[config.mk]
export PLATFORM = sky130hd
export DESIGN_NAME = rr_arbiter8
export DESIGN_NICKNAME = d
export VERILOG_FILES = /design/src/rtl/rr_arbiter8.sv
export SDC_FILE = /design/constraint.sdc
export NUM_CORES = 1
export LEC_CHECK = 0
export ABC_AREA = 1
export CORE_ASPECT_RATIO = 0.7
export CORE_MARGIN = 1
export CORE_UTILIZATION = 40
export CTS_CLUSTER_DIAMETER = 60
export DETAILED_ROUTE_END_ITERATION = 12
export PLACE_DENSITY = 0.59
export SYNTH_ARGS = -nofsm -noshare
export SYNTH_HDL_FRONTEND = slang
export SYNTH_SLANG_ARGS = --single-unit
[constraint.sdc]
create_clock -name i_Clock -period 3.1 [get_ports i_Clock]
set_input_delay 0.465 -clock i_Clock [delete_from_list [all_inputs] [get_ports i_Clock]]
set_output_delay 0.465 -clock i_Clock [all_outputs]
set_load 0.1 [all_outputs]
[src/rtl/rr_arbiter8.sv]
// 8-way round-robin arbiter that holds each grant for a whole transaction and drives the mux select.
// Optional hold-time limit is compiled in with `define RR_ARBITER8_TIMEOUT_EN.
module rr_arbiter8 #(
    parameter int unsigned TIMEOUT_CYCLES = 16
) (
    input  logic       i_Clock,
    input  logic       i_Reset,
    input  logic [7:0] i_Req,
    input  logic       i_Done,
    output logic [7:0] o_Grant,
    output logic [2:0] o_Select,
    output logic       o_Busy,
    output logic       o_Timeout
);
    if (TIMEOUT_CYCLES < 2 || TIMEOUT_CYCLES > 256) begin : g_param_chk
        $error("rr_arbiter8: TIMEOUT_CYCLES must be in 2..256");
    end

    typedef enum logic {IDLE, GRANT} state_t;

    state_t     state_q, state_d;
    logic [7:0] grant_q, grant_d;
    logic [2:0] sel_q, sel_d;
    logic [2:0] last_q, last_d;
    logic       timeout_q, timeout_d;

    logic [2:0] win, idx;
    logic       win_vld;
    logic       rel_normal, rel_force, release_now, take;

    // Scan last+1 .. last+8 so the previous owner is considered last.
    always_comb begin
        win     = '0;
        win_vld = 1'b0;
        idx     = '0;
        for (int i = 1; i <= 8; i++) begin
            idx = last_q + 3'(i);
            if (!win_vld && i_Req[idx]) begin
                win_vld = 1'b1;
                win     = idx;
            end
        end
    end

    assign rel_normal  = i_Done | ~i_Req[sel_q];
    assign release_now = (state_q == GRANT) && (rel_normal || rel_force);
    assign take        = win_vld && ((state_q == IDLE) || release_now);

`ifdef RR_ARBITER8_TIMEOUT_EN
    logic [7:0] cnt_q, cnt_d;

    assign rel_force = (state_q == GRANT) && !rel_normal
                       && (cnt_q == 8'(TIMEOUT_CYCLES - 1));

    always_comb begin
        cnt_d = cnt_q;
        if (take)                  cnt_d = '0;
        else if (state_q == GRANT) cnt_d = cnt_q + 8'd1;
    end

    always_ff @(posedge i_Clock or posedge i_Reset) begin
        if (i_Reset) cnt_q <= '0;
        else         cnt_q <= cnt_d;
    end
`else
    assign rel_force = 1'b0;
`endif

    always_comb begin
        state_d   = state_q;
        grant_d   = grant_q;
        sel_d     = sel_q;
        last_d    = last_q;
        timeout_d = 1'b0;
        if (take) begin
            state_d = GRANT;
            grant_d = 8'b1 << win;
            sel_d   = win;
            last_d  = win;
        end else if (release_now) begin
            // Select keeps its value while idle so the mux output stays quiet.
            state_d = IDLE;
            grant_d = '0;
        end
        if (release_now) timeout_d = rel_force;
    end

    always_ff @(posedge i_Clock or posedge i_Reset) begin
        if (i_Reset) begin
            state_q   <= IDLE;
            grant_q   <= '0;
            sel_q     <= '0;
            last_q    <= 3'd7;
            timeout_q <= 1'b0;
        end else begin
            state_q   <= state_d;
            grant_q   <= grant_d;
            sel_q     <= sel_d;
            last_q    <= last_d;
            timeout_q <= timeout_d;
        end
    end

    assign o_Grant   = grant_q;
    assign o_Select  = sel_q;
    assign o_Busy    = (state_q == GRANT);
    assign o_Timeout = timeout_q;
endmodule

==> out/results.md, run 1 <==
| Stage | Parameter | This run |
|:---|:---|:---|
| floorplan | Count of boundary I/O pins | 24 |
| critical path | Number of cells traversed by the worst register-to-register path | 13 |
| cts | Post-CTS Hold Buffers | 0 |
| cts | Root buf cell | sky130_fd_sc_hd__clkbuf_8 |
| critical path | CP Data Required Time | 3.29 ns |
| critical path | Kind of launch point of the worst setup path | register |
| critical path | RR Startpoint | last_q[1]$_DFFE_PP1P_ |
| hold path | End of the worst hold path | o_Grant[4]$_DFFE_PP0P_ |
| critical path | Number of logic stages on the critical path including buffering | 13 |
| floorplan | DIE HEIGHT | 53.90 um |
| hold path | Hold/Removal Path Class | register to register |
| placed design | Port Buffers | 22 |
| yosys | Mapped Avg Cell Area | 6.605 um^2 |
| cts | H-Tree Level Count | 1 |
| sta | Slew at the pin closest to its max-slew limit | 0.5733 ns |
| yosys | Sequential area share after synthesis | 0.2463 |
| yosys | Async set-or-reset flop fraction in the synthesized netlist | 1.000 |
| detailed routing | Antenna violation net count after detailed routing | 0 |
| global route | First-pass GRT wire length | 6465 um |
| detailed routing | Drc violations | 0 |
| run | Number of maximum-capacitance constraint violations | 0 |
| critical path | Critical Path End Type | register |
| critical path | Critical-path maximum fanout | 8 |
| cts | Resized cells post-CTS | 0 |
| placed design | Placed wire-length estimate | 3207 um |
| global route | Largest net degree at the start of global routing | 16 |
| yosys | Number of synthesized flops with an enable pin | 0 |
| floorplan | Area of the placeable core | 3603 um^2 |
| detailed routing | Avg Vias per Cell | 5.033 |
| critical path | Data arrival time of the critical path | 2.86 ns |
| sta | Number of pins with negative max-slew slack in the final report | 0 |
| critical path | Dominant delay contributor by cell family on the critical path | simple AND/OR/NAND/NOR gates |
| global route | Antenna violations before repair | 0 |
| detailed routing | Uppermost routed layer | met4 |
| sta | Rel. slew slack | 0.6174 |
| cts | Later-pin clock latency in the skew report | 0.25 ns |
| detailed routing | Number of detailed-routing iterations run before antenna repair | 4 |
| critical path | Largest incremental delay on the critical path | 0.54 ns |
| critical path | Worst Path Class, Setup | register to register |
| cells and area | Share of layout cells above drive strength 1 | 0.2101 |
| cts | Number of buffers added for setup after CTS | 0 |
| detailed routing | Number of violations reported at the end of detailed-routing iteration 0 | 151 |
| hold path | Worst hold path depth | 2 |
| yosys | Post-synth top area share | 0.2024 |
| cts | Clock buffers created by TritonCTS | 3 |
| sta | Post-layout min period | 2.671 ns |
| cells and area | Layout overhead on the synthesized area | 18.29% |
| yosys | Cells after Synth | 233 |
| detailed routing | Vias | 1545 |
| critical path | Library cell contributing the largest single delay on the critical path | sky130_fd_sc_hd__dfstp_2 |
| sta | Setup violators final | 0 |
| yosys | Most frequent cells after synthesis | sky130_fd_sc_hd__nand2_1 (83), sky130_fd_sc_hd__nand3_1 (31), sky130_fd_sc_hd__nor2_1 (24) |
| critical path | Register-to-register setup slack | 0.43 ns |
| global route | GRT Total Usage | 0.2054 |
| floorplan | Total die area | 4103 um^2 |
| yosys | Ys flop type | sky130_fd_sc_hd__dfrtp_1 |
| yosys | Post-synthesis instance area | 1539 um^2 |
| cts | Clock slew at reported path FFs | 0.07 ns |
| cts | Maximum clock insertion buffer count | 2 |
| floorplan | Initial core utilization | 0.4271 |
| yosys | Net count of the mapped netlist | 246 |
| cells and area | Diodes inserted | 0 |
| critical path | Cell chain of the critical path | inv_2 > ha_1 > inv_1 > nand3_1 > nand2_1 > nand2_1 > nand2_2 > nand4_4 > nor2_8 > nand3_2 > a21oi_1 > nand2_1 > nand2_1 |
| outcome | Outcome | finished clean |
| yosys | FF+latch count, synth | 15 |
| detailed routing | Total wirelength of the detailed-routed design | 3876 um |
| cells and area | Filler instances | 386 |
| yosys | Synth warnings | 0 |
| yosys | Library cell occupying the most area in the post-synthesis netlist | sky130_fd_sc_hd__nand2_1 |
| critical path | Buffering stage count on the worst path with inverters included | 2 |
| cts | Clock net sink count | 15 |
| detailed routing | Routed length on met2 | 1544 um |
| detailed routing | Routed metal-1 wire length | 2021 um |
| detailed routing | Met3 WL | 303 um |
| cells and area | NumNets Final | 271 |
| sta | Fin Setup TNS | 0 ns |
| critical path | Library cell appearing most often on the critical path | sky130_fd_sc_hd__nand2_1 |
| sta | Highest clock rate | 374.5 MHz |
| placed design | Final RePlAce weighted congestion | 0.9191 |
| detailed routing | Post-DR wirelength/cell | 12.63 um |
| yosys | Number of library cell types mapped by synthesis | 35 |
| global route | Number of global-route vias before repair | 1329 |
| critical path | Capture point of the worst reg-to-reg path | o_Grant[0]$_DFFE_PP0P_ |
| sta | RSZ-0062 raised after global routing | false |
| yosys | Synth top area cells | sky130_fd_sc_hd__nand2_1 (20%), sky130_fd_sc_hd__dfrtp_1 (20%), sky130_fd_sc_hd__nand3_1 (10%) |
| sta | Portion of the clock cycle consumed by the worst path in the final layout | 0.8615 |
| floorplan | Width of the die | 76.14 um |
| cts | TritonCTS clock tree | done |
| yosys | Most common cell in the netlist | sky130_fd_sc_hd__nand2_1 |
| hold path | Hold path startpoint | o_Grant[4]$_DFFE_PP0P_ |
| sta | Clock skew | 0.007162 ns |
| sta | Final hold violation count | 0 |
| global route | Total gr overflow | 0 |
| floorplan | Standard-cell rows | 18 |
## layer usage
metal / up-vias / track usage
met3: 2 / 0.03898
li1: 808 / -
met1: 680 / 0.3135
met5: - / 0
met2: 55 / 0.3076
met4: 0 / 0.01923
## kinds of logic after synthesis
family                   count (synthesis)  synth area share
other                                    1          0.002437
XOR/XNOR                                 3           0.02196
adder cells (fa/ha/maj)                  2           0.01626
AO/OA/AOI/OAI                           18           0.08537
AND/OR/NAND/NOR                        166            0.5398
buffers and inverters                   28           0.08781
flip-flops                              15            0.2463
## worst max-delay path by stage
stage,end,start,slack (ns)
2_1_floorplan,o_Grant[5]$_DFFE_PP0P_,last_q[0]$_DFFE_PP1P_,0.48
3_3_place_gp,o_Grant[0]$_DFFE_PP0P_,last_q[0]$_DFFE_PP1P_,0.44
3_5_place_dp,o_Grant[0]$_DFFE_PP0P_,last_q[0]$_DFFE_PP1P_,0.45
4_1_cts,o_Grant[0]$_DFFE_PP0P_,last_q[1]$_DFFE_PP1P_,0.45
5_1_grt,o_Grant[0]$_DFFE_PP0P_,last_q[1]$_DFFE_PP1P_,0.14
6_report,o_Grant[0]$_DFFE_PP0P_,last_q[1]$_DFFE_PP1P_,0.43
## worst register-to-register path, delay by kind of cell, from the launching register on
family,cells,cell delay [ns]
flip-flops,1,0.54
adder cells (fa/ha/maj),1,0.30
buffers and inverters,2,0.26
AO/OA/AOI/OAI,1,0.29
AND/OR/NAND/NOR,9,1.21
## through the flow
stage / cell area [um^2] / utilization / hold WS [ns] / worst slack [ns] / cells
after floorplan: 1539 / - / 0.3643 / 0.4843 / 233
after global placement: 1772 / 0.4917 / 0.4690 / 0.4372 / 303
after detailed placement: 1772 / 0.4917 / 0.4683 / 0.4497 / 303
after CTS: 1821 / 0.5052 / 0.4872 / 0.4457 / 307
after global routing: 1821 / 0.5052 / 0.5093 / 0.1409 / 307
final: 1821 / 0.5052 / 0.4788 / 0.4295 / 307
## final cells by class
class	instances	area, um^2	area share
Timing Repair Buffer	26	220.2	0.1210
Tap cell	50	62.56	0.03436
Clock buffer	3	41.29	0.02268
Multi-Input combinational cell	190	1025	0.5629
Sequential cell	15	379.1	0.2082
Clock inverter	1	7.507	0.004124
Inverter	22	85.08	0.04674
## sequential cells by signal (all words and copies together) (netlist names)
signal and count:
o_Select 3, o_Grant 8, last_q 3, o_Busy 1
## layout by cell type (no fill, tap or decap), types with 3 or more instances in the layout
master,synthesis,final
sky130_fd_sc_hd__nand4_1,4,4
sky130_fd_sc_hd__nand2_1,83,83
sky130_fd_sc_hd__nor2_1,24,24
sky130_fd_sc_hd__clkdlybuf4s50_1,0,10
sky130_fd_sc_hd__inv_2,5,5
sky130_fd_sc_hd__a21oi_1,3,3
sky130_fd_sc_hd__dfrtp_1,12,12
sky130_fd_sc_hd__nand2_2,5,5
sky130_fd_sc_hd__nand3_2,9,9
sky130_fd_sc_hd__clkbuf_8,0,3
sky130_fd_sc_hd__o21ai_0,6,6
sky130_fd_sc_hd__buf_4,3,16
sky130_fd_sc_hd__nor3_1,3,3
sky130_fd_sc_hd__inv_1,16,16
sky130_fd_sc_hd__dfstp_2,3,3
sky130_fd_sc_hd__nand3_1,31,31
Power of run 1 is not shown: default switching activity piles up to over one toggle a cycle in this logic, so the estimate is an artifact.
==> inputs of run 2 (changes only) <==
Clock period 3.1 ns to 3 ns, I/O delays scaled along.
==> run 2 against run 1 <==
Net effect:
- final cell count decreased by 0.33%
- final area decreased by 0.28%
- first-iteration DRC count down 51%
- worst hold slack worse by 0.0023 ns
- via count fell by 0.78%
- die area stayed put
- critical path depth increased by 3
- sequential share of layout area grew 0.057 points
- routed wire length shrank 2.6%
- fmax grew 1.6%
- core utilization is 0.14 points lower
- highest routed layer unchanged
- setup slack lost 0.057 ns
- critical path type unchanged
==> out/results.md, run 2 (synthesized netlist as in run 1, its figures left out) <==
| Stage | Parameter | This run | Change |
|:---|:---|:---|:---|
| critical path | Buffering stage count on the worst path with inverters included | 4 | +2 |
| cts | Resized cells post-CTS | 0 | unchanged |
| sta | Number of pins with negative max-slew slack in the final report | 0 | unchanged |
| hold path | Hold/Removal Path Class | register to register |  |
| critical path | Dominant delay contributor by cell family on the critical path | simple AND/OR/NAND/NOR gates |  |
| detailed routing | Total wirelength of the detailed-routed design | 3776 um | -2.6% |
| cells and area | Share of layout cells above drive strength 1 | 0.2148 | +0.004727 |
| placed design | Port Buffers | 22 | unchanged |
| floorplan | Width of the die | 76.14 um | unchanged |
| critical path | Kind of launch point of the worst setup path | register |  |
| sta | Clock skew | 0.01157 ns | +0.004404 ns |
| cells and area | Flip-flop count of the largest register, all copies and words added | 8 | unchanged |
| critical path | Library cell appearing most often on the critical path | sky130_fd_sc_hd__nand2_1 |  |
| cells and area | Most common cell after layout, fill and taps aside | sky130_fd_sc_hd__nand2_1 |  |
| critical path | Capture point of the worst reg-to-reg path | o_Grant[5]$_DFFE_PP0P_ |  |
| outcome | Outcome | finished clean |  |
| critical path | Cell chain of the critical path | inv_2 > ha_2 > inv_2 > nand3_1 > nand2_1 > nand2_1 > nand2_2 > nand4_4 > nor2_8 > nand3b_4 > nand2_4 > inv_4 > nand3_4 > inv_2 > nand2_1 > nand2_1 |  |
| sta | Highest clock rate | 380.6 MHz | +1.6% |
| cts | Maximum clock insertion buffer count | 2 | unchanged |
| global route | Antenna violations before repair | 0 | unchanged |
| detailed routing | Post-DR wirelength/cell | 12.34 um | -2.3% |
| floorplan | Total die area | 4103 um^2 | unchanged |
| floorplan | DIE HEIGHT | 53.90 um | unchanged |
| cts | Later-pin clock latency in the skew report | 0.26 ns | about the same |
| detailed routing | Drc violations | 0 | unchanged |
| critical path | Register-to-register setup slack | 0.37 ns | -0.06 ns |
| critical path | Critical Path End Type | register |  |
| cts | Post-CTS Hold Buffers | 0 | unchanged |
| sta | Slew at the pin closest to its max-slew limit | 0.5896 ns | +0.01627 ns |
| critical path | Number of cells traversed by the worst register-to-register path | 16 | +3 |
| cts | Clock buffers created by TritonCTS | 3 | unchanged |
| sta | Setup violators final | 0 | unchanged |
| sta | Portion of the clock cycle consumed by the worst path in the final layout | 0.8758 | +0.01432 |
| global route | Number of global-route vias before repair | 1305 | -1.8% |
| cells and area | Diodes inserted | 0 | unchanged |
| floorplan | Area of the placeable core | 3603 um^2 | unchanged |
| cells and area | Multi-input gate area in the final layout | 1027 um^2 | +0.24% |
| sta | Final hold violation count | 0 | unchanged |
| cells and area | Filler instances | 386 | unchanged |
| cells and area | Sequential cell area | 379.1 um^2 | unchanged |
| global route | Largest net degree at the start of global routing | 16 | unchanged |
| floorplan | Standard-cell rows | 18 | unchanged |
| critical path | Timing endpoint of the critical path | o_Grant[5]$_DFFE_PP0P_ |  |
| sta | Fin Setup TNS | 0 ns | unchanged |
| critical path | Largest incremental delay on the critical path | 0.54 ns | about the same |
| cts | TritonCTS clock tree | done |  |
| detailed routing | Number of violations reported at the end of detailed-routing iteration 0 | 74 | -51% |
| critical path | RR Startpoint | last_q[1]$_DFFE_PP1P_ |  |
| cts | Root buf cell | sky130_fd_sc_hd__clkbuf_8 |  |
| detailed routing | Vias | 1533 | -0.78% |
| cts | Number of buffers added for setup after CTS | 0 | unchanged |
| critical path | Origin of the worst setup path | last_q[1]$_DFFE_PP1P_ |  |
| critical path | CP Data Required Time | 3.15 ns | -0.14 ns |
| cts | Clock slew at reported path FFs | 0.07 ns | about the same |
| cells and area | Layout overhead on the synthesized area | 17.97% |  |
| detailed routing | Antenna violation net count after detailed routing | 0 | unchanged |
| critical path | Critical-path maximum fanout | 8 | unchanged |
| detailed routing | Number of detailed-routing iterations run before antenna repair | 4 | unchanged |
| critical path | Number of logic stages on the critical path including buffering | 16 | +3 |
| sta | Rel. slew slack | 0.6065 | -0.01086 |
| placed design | Final RePlAce weighted congestion | 0.9284 | +1.0% |
| detailed routing | Avg Vias per Cell | 5.010 | -0.45% |
| cells and area | Highest-count cells in the layout ignoring fill and taps | sky130_fd_sc_hd__nand2_1 (83), sky130_fd_sc_hd__nand3_1 (31), sky130_fd_sc_hd__nor2_1 (24) |  |
| sta | Post-layout min period | 2.627 ns | -0.04319 ns |
| global route | GRT Total Usage | 0.1988 | -0.006575 |
| floorplan | Initial core utilization | 0.4271 | unchanged |
| critical path | Library cell contributing the largest single delay on the critical path | sky130_fd_sc_hd__dfstp_2 |  |
| placed design | Placed wire-length estimate | 3093 um | -3.6% |
| global route | First-pass GRT wire length | 6203 um | -4.1% |
| floorplan | Count of boundary I/O pins | 24 | unchanged |
| cts | Clock net sink count | 15 | unchanged |
| run | Number of maximum-capacitance constraint violations | 0 | unchanged |
| global route | Total gr overflow | 0 | unchanged |
| cells and area | NumNets Final | 270 | -0.37% |
| sta | RSZ-0062 raised after global routing | false |  |
| hold path | Worst hold path depth | 2 | unchanged |
| critical path | Data arrival time of the critical path | 2.77 ns | -0.09 ns |
| critical path | Worst Path Class, Setup | register to register |  |
| cts | H-Tree Level Count | 1 | unchanged |
## run 2: cell count changes in the layout (fill, tap and decap cells not counted)
cell / change
sky130_fd_sc_hd__inv_2: +1
sky130_fd_sc_hd__ha_2: +1
sky130_fd_sc_hd__ha_1: -1
sky130_fd_sc_hd__buf_4: -1
sky130_fd_sc_hd__inv_1: -1
## run 2: per-layer routing
layer	global-route usage	up-vias	routed length, um
met3	0.04576	5	268
met2	0.2864	43	1411
met1	0.2993	682	2073
met5	0	-	0
met4	0.03846	0	23
li1	-	803	-
## run 2: worst min-delay path: stages (launching register included)
cell and delay, ns:
sky130_fd_sc_hd__dfrtp_1 0.34, sky130_fd_sc_hd__nand2_1 0.05, sky130_fd_sc_hd__nand2_1 0.05
## run 2: worst min-delay path by stage
stage | slack, ns | end | from
after detailed placement | 0.47 | o_Grant[1]$_DFFE_PP0P_ | o_Grant[1]$_DFFE_PP0P_
final | 0.48 | o_Grant[1]$_DFFE_PP0P_ | o_Grant[1]$_DFFE_PP0P_
after CTS | 0.48 | o_Grant[1]$_DFFE_PP0P_ | o_Grant[1]$_DFFE_PP0P_
after floorplan | 0.35 | o_Busy$_DFFE_PP0P_ | i_Reset
after global placement | 0.47 | o_Grant[5]$_DFFE_PP0P_ | o_Grant[5]$_DFFE_PP0P_
after global routing | 0.51 | o_Grant[6]$_DFFE_PP0P_ | o_Grant[6]$_DFFE_PP0P_
## run 2: cell type report
class,instances,share of cell area
multi-input combinational,190,0.5658
sequential,15,0.2088
timing repair buffer,25,0.1172
inverter,22,0.04686
tap,50,0.03446
clock buffer,3,0.02274
clock inverter,1,0.004135
## run 2: stage by stage
step	util	hold WS (ns)	cell area (um^2)	setup WS [ns]	cells
2_1_floorplan	-	0.3493	1539	0.3843	233
3_3_place_gp	0.4896	0.4680	1764	0.1852	302
3_5_place_dp	0.4896	0.4675	1764	0.2134	302
4_1_cts	0.5031	0.4841	1813	0.1869	306
5_1_grt	0.5038	0.5101	1815	0.07507	306
6_report	0.5038	0.4765	1815	0.3726	306
Power of run 2 is left out for the same reason.
==> inputs of run 3 (changes only) <==
Settings changed: CORE_UTILIZATION 40 to 35, HOLD_SLACK_MARGIN set to 0.12, PLACE_DENSITY 0.59 to 0.53.
==> run 3 against run 2 <==
Net effect:
- sequential share of layout area decreased by 0.057 points
- routed wire length is 3.5% higher
- final cell count is 0.98% higher
- non-clock buffer count grew 1
- via count down 2.0%
- highest routed layer unchanged
- core utilization is 5.6 points lower
- clock skew down 0.0052 ns
- global-route usage is 0.47 points lower
- critical endpoint is now o_Grant[0]$_DFFE_PP0P_
- first-iteration DRC count shrank 27%
- setup slack got worse by 0.10 ns
==> out/results.md, run 3 (synthesized netlist as in run 1, its figures left out) <==
| Stage | Parameter | This run | Change |
|:---|:---|:---|:---|
| cells and area | Filler instances | 443 | +15% |
| cts | Post-CTS Hold Buffers | 0 | unchanged |
| cts | Clock slew at reported path FFs | 0.07 ns | about the same |
| global route | Largest net degree at the start of global routing | 16 | unchanged |
| cts | Root buf cell | sky130_fd_sc_hd__clkbuf_8 |  |
| global route | Global routing usage on met1 | 0.3021 | +0.002768 |
| global route | First-pass GRT wire length | 6817 um | +9.9% |
| critical path | CP Data Required Time | 3.19 ns | +0.04 ns |
| global route | Met2 track demand over resource in global routing | 0.2737 | -0.01265 |
| cells and area | Sequential cell area | 379.1 um^2 | unchanged |
| cells and area | Share of layout cells above drive strength 1 | 0.2140 | -0.0008360 |
| cts | TritonCTS clock tree | done |  |
| cts | H-Tree Level Count | 1 | unchanged |
| global route | Number of global-route vias before repair | 1409 | +8.0% |
| floorplan | DIE HEIGHT | 57.48 um | +6.7% |
| critical path | Worst Path Class, Setup | register to register |  |
| sta | RSZ-0062 raised after global routing | false |  |
| sta | Setup violators final | 0 | unchanged |
| detailed routing | Avg Vias per Cell | 4.861 | -3.0% |
| cells and area | Layout overhead on the synthesized area | 18.29% |  |
| sta | Fin Setup TNS | 0 ns | unchanged |
| floorplan | Initial core utilization | 0.3786 | -0.04851 |
| critical path | Critical Path End Type | register |  |
| hold path | Hold/Removal Path Class | register to register |  |
| cts | Number of buffers added for setup after CTS | 0 | unchanged |
| critical path | Critical-path maximum fanout | 8 | unchanged |
| floorplan | Count of boundary I/O pins | 24 | unchanged |
| sta | Slew at the pin closest to its max-slew limit | 0.5795 ns | -0.01006 ns |
| global route | GRT Max-Usage Layer | met1 |  |
| global route | GR Layer Usage met3 | 0.04160 | -0.004163 |
| cells and area | Highest-count cells in the layout ignoring fill and taps | sky130_fd_sc_hd__nand2_1 (83), sky130_fd_sc_hd__nand3_1 (31), sky130_fd_sc_hd__nor2_1 (24) |  |
| cts | Clock buffers created by TritonCTS | 3 | unchanged |
| detailed routing | Vias | 1502 | -2.0% |
| critical path | Data arrival time of the critical path | 2.92 ns | +0.15 ns |
| detailed routing | Drc violations | 0 | unchanged |
| cts | Maximum clock insertion buffer count | 2 | unchanged |
| cells and area | Flip-flop count of the largest register, all copies and words added | 8 | unchanged |
| floorplan | Total die area | 4671 um^2 | +14% |
| floorplan | Area of the placeable core | 4065 um^2 | +13% |
| sta | Number of pins with negative max-slew slack in the final report | 0 | unchanged |
| global route | GRT Total Usage | 0.1941 | -0.004719 |
| cts | Resized cells post-CTS | 0 | unchanged |
| sta | Post-layout min period | 2.732 ns | +0.1048 ns |
| cts | Clock net sink count | 15 | unchanged |
| sta | Highest clock rate | 366.0 MHz | -3.8% |
| cells and area | Multi-input gate area in the final layout | 1025 um^2 | -0.24% |
| cells and area | Most common cell after layout, fill and taps aside | sky130_fd_sc_hd__nand2_1 |  |
| cts | Later-pin clock latency in the skew report | 0.25 ns | about the same |
| global route | Antenna violations before repair | 0 | unchanged |
| cells and area | Diodes inserted | 0 | unchanged |
| sta | Final hold violation count | 0 | unchanged |
| outcome | Outcome | finished clean |  |
| detailed routing | Number of detailed-routing iterations run before antenna repair | 4 | unchanged |
| run | Number of maximum-capacitance constraint violations | 0 | unchanged |
| global route | Total gr overflow | 0 | unchanged |
| placed design | Port Buffers | 22 | unchanged |
| placed design | Placed wire-length estimate | 3286 um | +6.2% |
| detailed routing | Number of violations reported at the end of detailed-routing iteration 0 | 54 | -27% |
| cells and area | NumNets Final | 271 | +0.37% |
| sta | Clock skew | 0.006356 ns | -0.005210 ns |
| detailed routing | Antenna violation net count after detailed routing | 0 | unchanged |
| detailed routing | Total wirelength of the detailed-routed design | 3907 um | +3.5% |
| floorplan | Standard-cell rows | 19 | +1 |
| placed design | Final RePlAce weighted congestion | 0.8259 | -11% |
| floorplan | Width of the die | 81.26 um | +6.7% |
| sta | Portion of the clock cycle consumed by the worst path in the final layout | 0.9107 | +0.03492 |
| critical path | Kind of launch point of the worst setup path | register |  |
| sta | Rel. slew slack | 0.6132 | +0.006713 |
| detailed routing | Post-DR wirelength/cell | 12.64 um | +2.5% |
==> run 3: cell count changes in the layout (fill, tap and decap cells not counted), sizes merged <==
| cell | before | now |
|---|---|---|
| buf | 15 | 16 |
| clkinv | 0 | 1 |
| clkinvlp | 1 | 0 |
==> run 3: area by class of cell <==
type | count | area share
Multi-Input combinational cell | 190 | 0.5629
Sequential cell | 15 | 0.2082
Timing Repair Buffer | 26 | 0.1210
Inverter | 22 | 0.04674
Tap cell | 52 | 0.03574
Clock buffer | 3 | 0.02268
Clock inverter | 1 | 0.002749
==> run 3: metrics by stage <==
stage | hold slack (ns) | instance area [um^2] | cells | setup slack (ns) | utilization
2_1_floorplan | 0.3493 | 1539 | 233 | 0.3843 | -
3_3_place_gp | 0.4669 | 1774 | 305 | 0.2022 | 0.4364
3_5_place_dp | 0.4731 | 1774 | 305 | 0.2243 | 0.4364
4_1_cts | 0.4916 | 1821 | 309 | 0.1917 | 0.4478
5_1_grt | 0.5207 | 1821 | 309 | 0.02833 | 0.4478
6_report | 0.4856 | 1821 | 309 | 0.2679 | 0.4478
==> run 3: per-layer routing <==
metal	share of wire	up-vias
li1	-	807
met1	0.55	667
met2	0.39	26
met3	0.049	2
met4	0.0041	0
met5	0	-
==> run 3: worst paths after layout <==
| check | startpoint | end | slack [ns] | depth (start not counted) |
|---|---|---|---|---|
| setup / recovery | last_q[0]$_DFFE_PP1P_ | o_Grant[0]$_DFFE_PP0P_ | 0.27 | 15 |
| hold / removal | o_Grant[5]$_DFFE_PP0P_ | o_Grant[5]$_DFFE_PP0P_ | 0.49 | 2 |
| setup reg to reg | last_q[0]$_DFFE_PP1P_ | o_Grant[0]$_DFFE_PP0P_ | 0.27 | 15 |
| hold reg to reg | o_Grant[5]$_DFFE_PP0P_ | o_Grant[5]$_DFFE_PP0P_ | 0.49 | 2 |
| max in group asynchronous | i_Reset | o_Grant[1]$_DFFE_PP0P_ | 2.06 | 2 |
| min in group asynchronous | i_Reset | o_Select[1]$_DFFE_PP0P_ | 0.55 | 2 |
==> run 3: critical path, stage by stage, from the launching register on <==
cell and delay, ns:
sky130_fd_sc_hd__dfstp_2 0.54, sky130_fd_sc_hd__inv_2 0.04, sky130_fd_sc_hd__ha_1 0.42, sky130_fd_sc_hd__inv_2 0.18
sky130_fd_sc_hd__nand3_1 0.20, sky130_fd_sc_hd__nand3_1 0.17, sky130_fd_sc_hd__nand2_1 0.10, sky130_fd_sc_hd__nand3_1 0.11
sky130_fd_sc_hd__nor2_1 0.05, sky130_fd_sc_hd__nor2_1 0.16, sky130_fd_sc_hd__nand3_1 0.10, sky130_fd_sc_hd__nor2_1 0.10
sky130_fd_sc_hd__nand3_1 0.18, sky130_fd_sc_hd__nor2_1 0.19, sky130_fd_sc_hd__nand2_1 0.08, sky130_fd_sc_hd__nand2_1 0.07
Power of run 3 is left out for the same reason.
